$ cat src/rtl/pipe_pkg.sv
// Shared pipeline-control types: sequencer states, register address width,
// and the per-register enable/flush pair used by the stage controllers.
package pipe_pkg;
  localparam int REG_AW = 5;

  typedef enum logic [1:0] {RUN, MEM_WAIT, HALT} state_t;

  typedef struct packed {
    logic en;
    logic flush;
  } stage_ctrl_t;
endpackage

$ cat src/rtl/hazard_detect.sv
// Load-use detector: the EX instruction is a load whose destination is
// read by the ID instruction. Register 0 is hardwired, so it never hazards.
module hazard_detect #(
  parameter int REG_AW = pipe_pkg::REG_AW
) (
  input  logic [REG_AW-1:0] id_rs,
  input  logic [REG_AW-1:0] id_rt,
  input  logic              id_use_rs,
  input  logic              id_use_rt,
  input  logic              ex_memread,
  input  logic [REG_AW-1:0] ex_rd,
  output logic              load_use
);
  assign load_use = ex_memread && (ex_rd != '0) &&
                    ((id_use_rs && (id_rs == ex_rd)) ||
                     (id_use_rt && (id_rt == ex_rd)));
endmodule

$ cat src/rtl/pipe_hazard_ctrl.sv
// Stall/flush sequencer for the 5-stage pipeline: memory wait freeze,
// branch flush, load-use bubble, wait timeout halt and statistics counters.
module pipe_hazard_ctrl #(
  parameter int REG_AW  = pipe_pkg::REG_AW,
  parameter int TIMEOUT = 16,
  parameter int CNT_W   = 32
) (
  input  logic              clk,
  input  logic              rst,
  input  logic [REG_AW-1:0] id_rs,
  input  logic [REG_AW-1:0] id_rt,
  input  logic              id_use_rs,
  input  logic              id_use_rt,
  input  logic              ex_memread,
  input  logic [REG_AW-1:0] ex_rd,
  input  logic              ex_branch_taken,
  input  logic              mem_rd,
  input  logic              mem_wr,
  input  logic              dmem_ready,
  output logic              dmem_req,
  output logic              pc_en,
  output logic              ifid_en,
  output logic              ifid_flush,
  output logic              idex_en,
  output logic              idex_flush,
  output logic              exmem_en,
  output logic              memwb_en,
  output logic              memwb_flush,
  output logic              halted,
  output logic [CNT_W-1:0]  stall_cnt,
  output logic [CNT_W-1:0]  flush_cnt
);
  import pipe_pkg::*;

  localparam int WW = $clog2(TIMEOUT + 1);

  state_t        state, state_nx;
  logic [WW-1:0] wait_ctr, wait_nx;
  logic          mem_acc, mem_stall, load_use, active;
  logic          stall_evt, flush_evt;
  logic          pc_c, exmem_c, req_c;
  stage_ctrl_t   ifid_c, idex_c, memwb_c;

  hazard_detect #(.REG_AW(REG_AW)) u_hd (
    .id_rs      (id_rs),
    .id_rt      (id_rt),
    .id_use_rs  (id_use_rs),
    .id_use_rt  (id_use_rt),
    .ex_memread (ex_memread),
    .ex_rd      (ex_rd),
    .load_use   (load_use)
  );

  assign active    = (state != HALT);
  assign mem_acc   = mem_rd | mem_wr;
  assign mem_stall = active & mem_acc & ~dmem_ready;
  // A held branch or load-use is not counted while memory freezes the pipe.
  assign stall_evt = mem_stall | (load_use & ~ex_branch_taken & ~mem_stall) | ~active;
  assign flush_evt = active & ~mem_stall & ex_branch_taken;
  assign halted    = (state == HALT);

  // Next state, wait counter and per-stage control before reset override
  always_comb begin
    state_nx = state;
    wait_nx  = wait_ctr;
    req_c    = mem_acc;
    pc_c     = 1'b1;
    exmem_c  = 1'b1;
    ifid_c   = '{en: 1'b1, flush: 1'b0};
    idex_c   = '{en: 1'b1, flush: 1'b0};
    memwb_c  = '{en: 1'b1, flush: 1'b0};
    case (state)
      RUN: begin
        if (mem_stall) begin
          state_nx = MEM_WAIT;
          wait_nx  = WW'(1);
        end
      end
      MEM_WAIT: begin
        if (mem_stall) begin
          if (wait_ctr == WW'(TIMEOUT)) state_nx = HALT;
          else                          wait_nx  = wait_ctr + WW'(1);
        end else begin
          state_nx = RUN;
          wait_nx  = '0;
        end
      end
      default: begin
        req_c       = 1'b0;
        pc_c        = 1'b0;
        exmem_c     = 1'b0;
        ifid_c.en   = 1'b0;
        idex_c.en   = 1'b0;
        memwb_c.en  = 1'b0;
        memwb_c.flush = 1'b1;
      end
    endcase
    if (active) begin
      if (mem_stall) begin
        pc_c          = 1'b0;
        ifid_c.en     = 1'b0;
        idex_c.en     = 1'b0;
        exmem_c       = 1'b0;
        memwb_c.flush = 1'b1;
      end else if (ex_branch_taken) begin
        ifid_c.flush = 1'b1;
        idex_c.flush = 1'b1;
      end else if (load_use) begin
        pc_c         = 1'b0;
        ifid_c.en    = 1'b0;
        idex_c.flush = 1'b1;
      end
    end
  end

  // Reset forces every register to hold-and-clear with no memory request
  always_comb begin
    if (rst) begin
      dmem_req    = 1'b0;
      pc_en       = 1'b0;
      ifid_en     = 1'b0;
      ifid_flush  = 1'b1;
      idex_en     = 1'b0;
      idex_flush  = 1'b1;
      exmem_en    = 1'b0;
      memwb_en    = 1'b0;
      memwb_flush = 1'b1;
    end else begin
      dmem_req    = req_c;
      pc_en       = pc_c;
      ifid_en     = ifid_c.en;
      ifid_flush  = ifid_c.flush;
      idex_en     = idex_c.en;
      idex_flush  = idex_c.flush;
      exmem_en    = exmem_c;
      memwb_en    = memwb_c.en;
      memwb_flush = memwb_c.flush;
    end
  end

  // Sequencer state register
  always_ff @(posedge clk or posedge rst) begin
    if (rst) begin
      state    <= RUN;
      wait_ctr <= '0;
    end else begin
      state    <= state_nx;
      wait_ctr <= wait_nx;
    end
  end

  // Saturating stall / flush statistics
  always_ff @(posedge clk or posedge rst) begin
    if (rst) begin
      stall_cnt <= '0;
      flush_cnt <= '0;
    end else begin
      if (stall_evt && (stall_cnt != '1)) stall_cnt <= stall_cnt + CNT_W'(1);
      if (flush_evt && (flush_cnt != '1)) flush_cnt <= flush_cnt + CNT_W'(1);
    end
  end
endmodule
$ cat config.mk
export PLATFORM = sky130hd
export DESIGN_NAME = pipe_hazard_ctrl
export DESIGN_NICKNAME = d
export VERILOG_FILES = /design/src/rtl/pipe_pkg.sv /design/src/rtl/hazard_detect.sv /design/src/rtl/pipe_hazard_ctrl.sv
export SDC_FILE = /design/constraint.sdc
export NUM_CORES = 1
export LEC_CHECK = 0
export CAP_MARGIN = 20
export CORE_MARGIN = 5
export CORE_UTILIZATION = 40
export CTS_CLUSTER_SIZE = 30
export DETAILED_ROUTE_END_ITERATION = 8
export PLACE_DENSITY = 0.68
export SETUP_SLACK_MARGIN = 0.15
export SLEW_MARGIN = 10
export SYNTH_ARGS = -nofsm -noshare
export SYNTH_HDL_FRONTEND = slang
export SYNTH_SLANG_ARGS = --single-unit
$ cat constraint.sdc
create_clock -name clk -period 3.95 [get_ports clk]
set_clock_uncertainty 0.2 [all_clocks]
set_input_delay 0.79 -clock clk [delete_from_list [all_inputs] [get_ports clk]]
set_output_delay 0.79 -clock clk [all_outputs]
set_load 0.02 [all_outputs]
-- Word level (Yosys, flattened, before mapping)
Index checks and enable logic that the tools add are counted.
- add/sub/neg operators: 3
- equal/unequal tests: 11
- muxes and demuxes: 35
- bitwise operators: 13
- reductions and logical operators: 13
- operator list (kind ; count):
    adder 32 x 1 -> 32 bit, second input constant ; 2
    != test 32 bit, second input constant ; 2
    two-way mux 1 bit ; 24
    two-way mux 5 bit ; 3
    two-way mux 2 bit ; 6
    == test 5 bit ; 2
    one-hot mux 5 bit (2 select lines) ; 1
    AND 1 bit ; 6
    logical AND 1 bit ; 6
    != test 3 bit, second input constant ; 2
    AND reduction 3 bit ; 2
    adder 5 x 1 -> 5 bit, second input constant ; 1
    == test 5 bit, second input constant ; 1
    nonzero test 5 bit ; 1
    != test 2 bit, second input constant ; 2
    inverter 1 bit ; 4
    one-hot mux 2 bit (2 select lines) ; 1
    bitwise OR 1 bit ; 3
    == test 2 x 1 -> 1 bit, second input constant ; 1
    == test 2 bit, second input constant ; 1
    zero test 2 bit ; 1
    nonzero test 2 bit ; 1
    OR reduction 2 bit ; 1
    logical OR 1 bit ; 1
- register bits after elaboration: 71
- input port bits: 24
- output and inout bits: 74
- logic and storage cells: 79

-- Longest topological paths before layout
- word-level depth: 9
- mapped depth: 8
- mapped depth without buffers: 8

-- By module
A second synthesis with hierarchy kept.
- cell total of the unflattened synthesis: 362
- area, all modules: 3678.5 um2
- modules (own cells, without submodules) (module ; instances ; cells each ; area an instance (um2) ; sequential area each (um2)):
    pipe_hazard_ctrl ; 1 ; 345 ; 3544.6 ; 1776.7
    hazard_detect ; 1 ; 17 ; 133.9 ; 0.0

-- Worst setup path before layout
Ideal clock, no wire load.
- path kind: input to output
- start point: in rst
- end point: out idex_flush
- arrival: 3.172 ns
- required time: 2.960 ns
- slack: -0.212 ns
- stages on the path: 3
- path buffers: 0
- cells stage by stage: inv_1 -> nand2_1 -> a21o_1
- cells in the longest elaborated chain, start to end: 1
- ends and longest elaborated chain (element ; RTL line ; source):
    start, declared ; pipe_hazard_ctrl.sv:9 ; input logic rst,
    two-way mux 1 bit ; pipe_hazard_ctrl.sv:118 ; if (rst) begin
    end, declared ; pipe_hazard_ctrl.sv:25 ; output logic idex_flush,
Every way passes these cells.

-- Worst setup path after layout
- start point: in ex_rd[3]
- end point: out idex_flush
- cells in the longest elaborated chain, start to end: 9
- elaborated cells between the ends (all ways): 13
- those cells by class: 2 x eq/ne; 5 x mux; 6 x reduce/logical
- ends and longest elaborated chain (element ; RTL line ; source):
    start, declared ; pipe_hazard_ctrl.sv:15 ; input logic [REG_AW-1:0] ex_rd,
    == test 5 bit (on tied branches) ; hazard_detect.sv:15, hazard_detect.sv:16 ;
    logical AND 1 bit (on tied branches) ; hazard_detect.sv:15, hazard_detect.sv:16 ;
    logical OR 1 bit ; hazard_detect.sv:15 ; ((id_use_rs && (id_rs == ex_rd)) ||
    logical AND 1 bit (*) ; hazard_detect.sv:14 ; assign load_use = ex_memread && (ex_rd != '0) &&
    two-way mux 1 bit (*) ; pipe_hazard_ctrl.sv:108 ; end else if (load_use) begin
    two-way mux 1 bit (*) ; pipe_hazard_ctrl.sv:105 ; end else if (ex_branch_taken) begin
    two-way mux 1 bit (*) ; pipe_hazard_ctrl.sv:99 ; if (mem_stall) begin
    two-way mux 2 bit (*) ; pipe_hazard_ctrl.sv:98 ; if (active) begin
    two-way mux 1 bit (*) ; pipe_hazard_ctrl.sv:118 ;
Every way passes the cells marked *; elsewhere a longest branch is shown, timed or not.

==> impl_metrics.toml <==
[setup_path]
crit_arrival_ps = 2720
crit_fanout = 3
worstSetupStartpoint = "ex_rd[3]"
path_class = "in -> out"
end_kind = "output port"
crit_family = "buffers and inverters"
critPathSlowestCell = "clkdlybuf4s50_1"
startpoint_type = "primary input"
crit_chain = "clkdlybuf4s50_1 > or4_1 > o21ai_1 > nor3_1 > a21o_1 > clkdlybuf4s50_1"
crit_top_cell = "clkdlybuf4s50_1"
critPathRequiredTime_ps = 2960
cp_num_buf_inv = 2
r2r_start = "stall_cnt[7]"
critPathMaxStageDelay_ps = 530

[power_and_ir_drop]
p_switching_w = 0.0005649
power.internal_w = 0.001345
pwr-share-comb_pct = 22.1
clockPowerShare_pct = 31.7
p_leak_nw = 2.017
swShare_pct = 29.58
seqPwrFrac_pct = 46.2
ir_worst_vdd_mv = 0.3092
power.density_nw_per_um2 = 386.5

[synth]
async_flop_share_pct = 100.0
ys_seq_area_share_pct = 48.75
yosys_most_used_dff = "dfrtp_1"
netlist_area_um2 = 3645
synth_cell_types = 44
ys_ff_latch = 71
syn_avg_cell_area_um2 = 10.18
syn-num-nets = 386
synthCells = 358
synth-edff-count = 0
yosysWarningCount = 0

[floorplan]
dieArea_um2 = 11120
die_x_um = 105.5
ios = 98
core-area_um2 = 8806
row_count = 34
initial_core_util_pct = 41.39
fp.dieH_um = 105.5

[clocking]
cts_max_path_buffers = 2
cts_made_buffers = 9
cts_max_level = 3
cts.sinks = 71
cts_tree = "yes"
cts_hold_buffers = 0
cts-root-buf = "clkbuf_8"
clock_latency_ps = 340
clk_pin_slew_ps = 70
post_cts_buffers = 0

[detailed_routing]
wl_per_cell_um = 14.83
drc_errors = 0
viasPerCell = 5.225
antenna_left = 0
drt-initial-drc-count = 109
drt_first_pass_iters = 4
totalWireLength_um = 8557
vias = 3015

[cells_and_area]
syn2layout_area_growth_pct = 35.56
fin_area_um2 = 4941
drive_above_1_share_pct = 6.397
nets = 492
antennaDiodeCount = 0

[placed_design]
dp_hpwl_um = 6347
placed_cell_area_um2 = 4735
gp_congestion = 0.8013
io_buffer_count = 97

[sta]
hold_ws_ps = 297.9
relSlewSlack_pct = 40.08
setup_viol_count_final = 0
fmax_mhz = 269.4
fin_crit_sh_pct = 93.96
setup_tns_ps = 0
final_max_slew_viol_count = 0
hold_violations = 0
fin_crit_ps = 3711
worst_pin_slew_ps = 898.8
rsz0062_at_grt = "no"

[global_route]
grt_max_degree = 72
grt_overflow_total = 0
grt_pass1_wl_um = 14690
antenna_found_initial = 0
grt_pass1_vias = 2961
grtUsageTotal_pct = 16.09

[min_path]
hp-start = "flush_cnt[27]"
hp-class = "reg -> reg"

[run]
maxCapViolCount = 0

[run_status]
status = "finished, final reports clean"
Yosys cell counts (all sizes together), types with 4 or more instances:
cell / instances / area [µm²]
a21oi: 4 / 20.02
xnor2: 63 / 551.8
and3: 11 / 70.07
xor2: 9 / 78.83
and4: 6 / 52.55
buf: 7 / 61.30
nor3: 16 / 85.08
nand2: 32 / 120.1
dfrtp: 71 / 1777
inv: 10 / 37.54
ha: 4 / 50.05
o21ai: 5 / 25.02
nand3: 33 / 175.2
nand4: 30 / 187.7
nor2: 25 / 93.84
cell usage in the layout (no fill, tap or decap), types with 4 or more instances in the layout:
cell type | Yosys | layout
a21oi_1 | 4 | 4
and3_1 | 10 | 10
and4_1 | 6 | 6
buf_4 | 3 | 6
clkbuf_8 | 0 | 12
clkdlybuf4s50_1 | 0 | 95
dfrtp_1 | 71 | 71
ha_1 | 4 | 4
inv_1 | 10 | 9
nand2_1 | 32 | 32
nand3_1 | 31 | 31
nand4_1 | 30 | 30
nor2_1 | 25 | 25
nor3_1 | 15 | 15
o21ai_0 | 4 | 4
xnor2_1 | 63 | 63
xor2_1 | 9 | 9
worst reg2reg max path: stages (launching register included):
cell     delay, ps
dfrtp_1        450
nand3_1        160
nor3_2         280
nand2_1        160
or4_4          720
nand2_1        190
mux2_2         340
metrics by stage:
stage,power [W],setup slack [ps],std cells,util [%]
after floorplan,0.001107,410.0,358,-
after global placement,0.001314,138.2,561,53.77
after detailed placement,0.001322,128.4,561,53.77
after CTS,0.001941,237.9,577,56.11
after global routing,0.002014,175.4,577,56.11
final,0.001910,238.6,577,56.11
what timing repair did:
| action | CTS | global route |
|---|---|---|
| gates resized for setup | 2 | 0 |
| hold endpoints to repair | 0 | 0 |
| setup endpoints to repair | 2 | 0 |
layout make-up:
class	count	area, µm²
Timing Repair Buffer	103	1013
Multi-Input combinational cell	269	1765
Fill cell	781	3865
Clock buffer	13	168.9
Sequential cell	71	1777
Inverter	10	41.29
Clock inverter	3	40.04
Tap cell	108	135.1
registers in the layout, indices dropped and copies added, names as in the netlist:
signal	count
stall_cnt	32
flush_cnt	32
wait_ctr	5
state	2
power groups by stage:
stage                     clock [W]  combinational, W  sequential, W
after CTS                  0.000630          0.000428       0.000883
after floorplan                   0          0.000159       0.000948
final                      0.000605          0.000422       0.000883
after global routing       0.000658          0.000458       0.000899
after global placement            0          0.000421       0.000893
after detailed placement          0          0.000429       0.000893
metal layers:
layer | vias up | track usage, % | share of wire, %
met5 | - | 0 | 0
met3 | 8 | 5.257 | 5.1
met2 | 77 | 24.95 | 47
met1 | 1459 | 21.45 | 47
met4 | 0 | 4.967 | 1.1
li1 | 1471 | - | -
final timing paths:
path | endpoint | slack, ps | depth (start not counted)
max in group asynchronous | flush_cnt[28] | 1970 | 3
worst max register to register | stall_cnt[1] | 1340 | 6
worst max-delay path | idex_flush | 240 | 6
worst min-delay path | flush_cnt[27] | 300 | 1
min in group asynchronous | wait_ctr[2] | 980 | 3
worst min register to register | flush_cnt[27] | 300 | 1
logic make-up after synthesis:
kind of cell | Yosys count | synth area share (%)
AND/OR/NAND/NOR | 170 | 25.47
adder cells (fa/ha/maj) | 4 | 1.373
flip-flops | 71 | 48.75
multiplexers | 1 | 0.3089
buffers and inverters | 18 | 2.815
AO/OA/AOI/OAI | 22 | 3.982
XOR/XNOR | 72 | 17.30
Power figures use the tool's default switching activity.
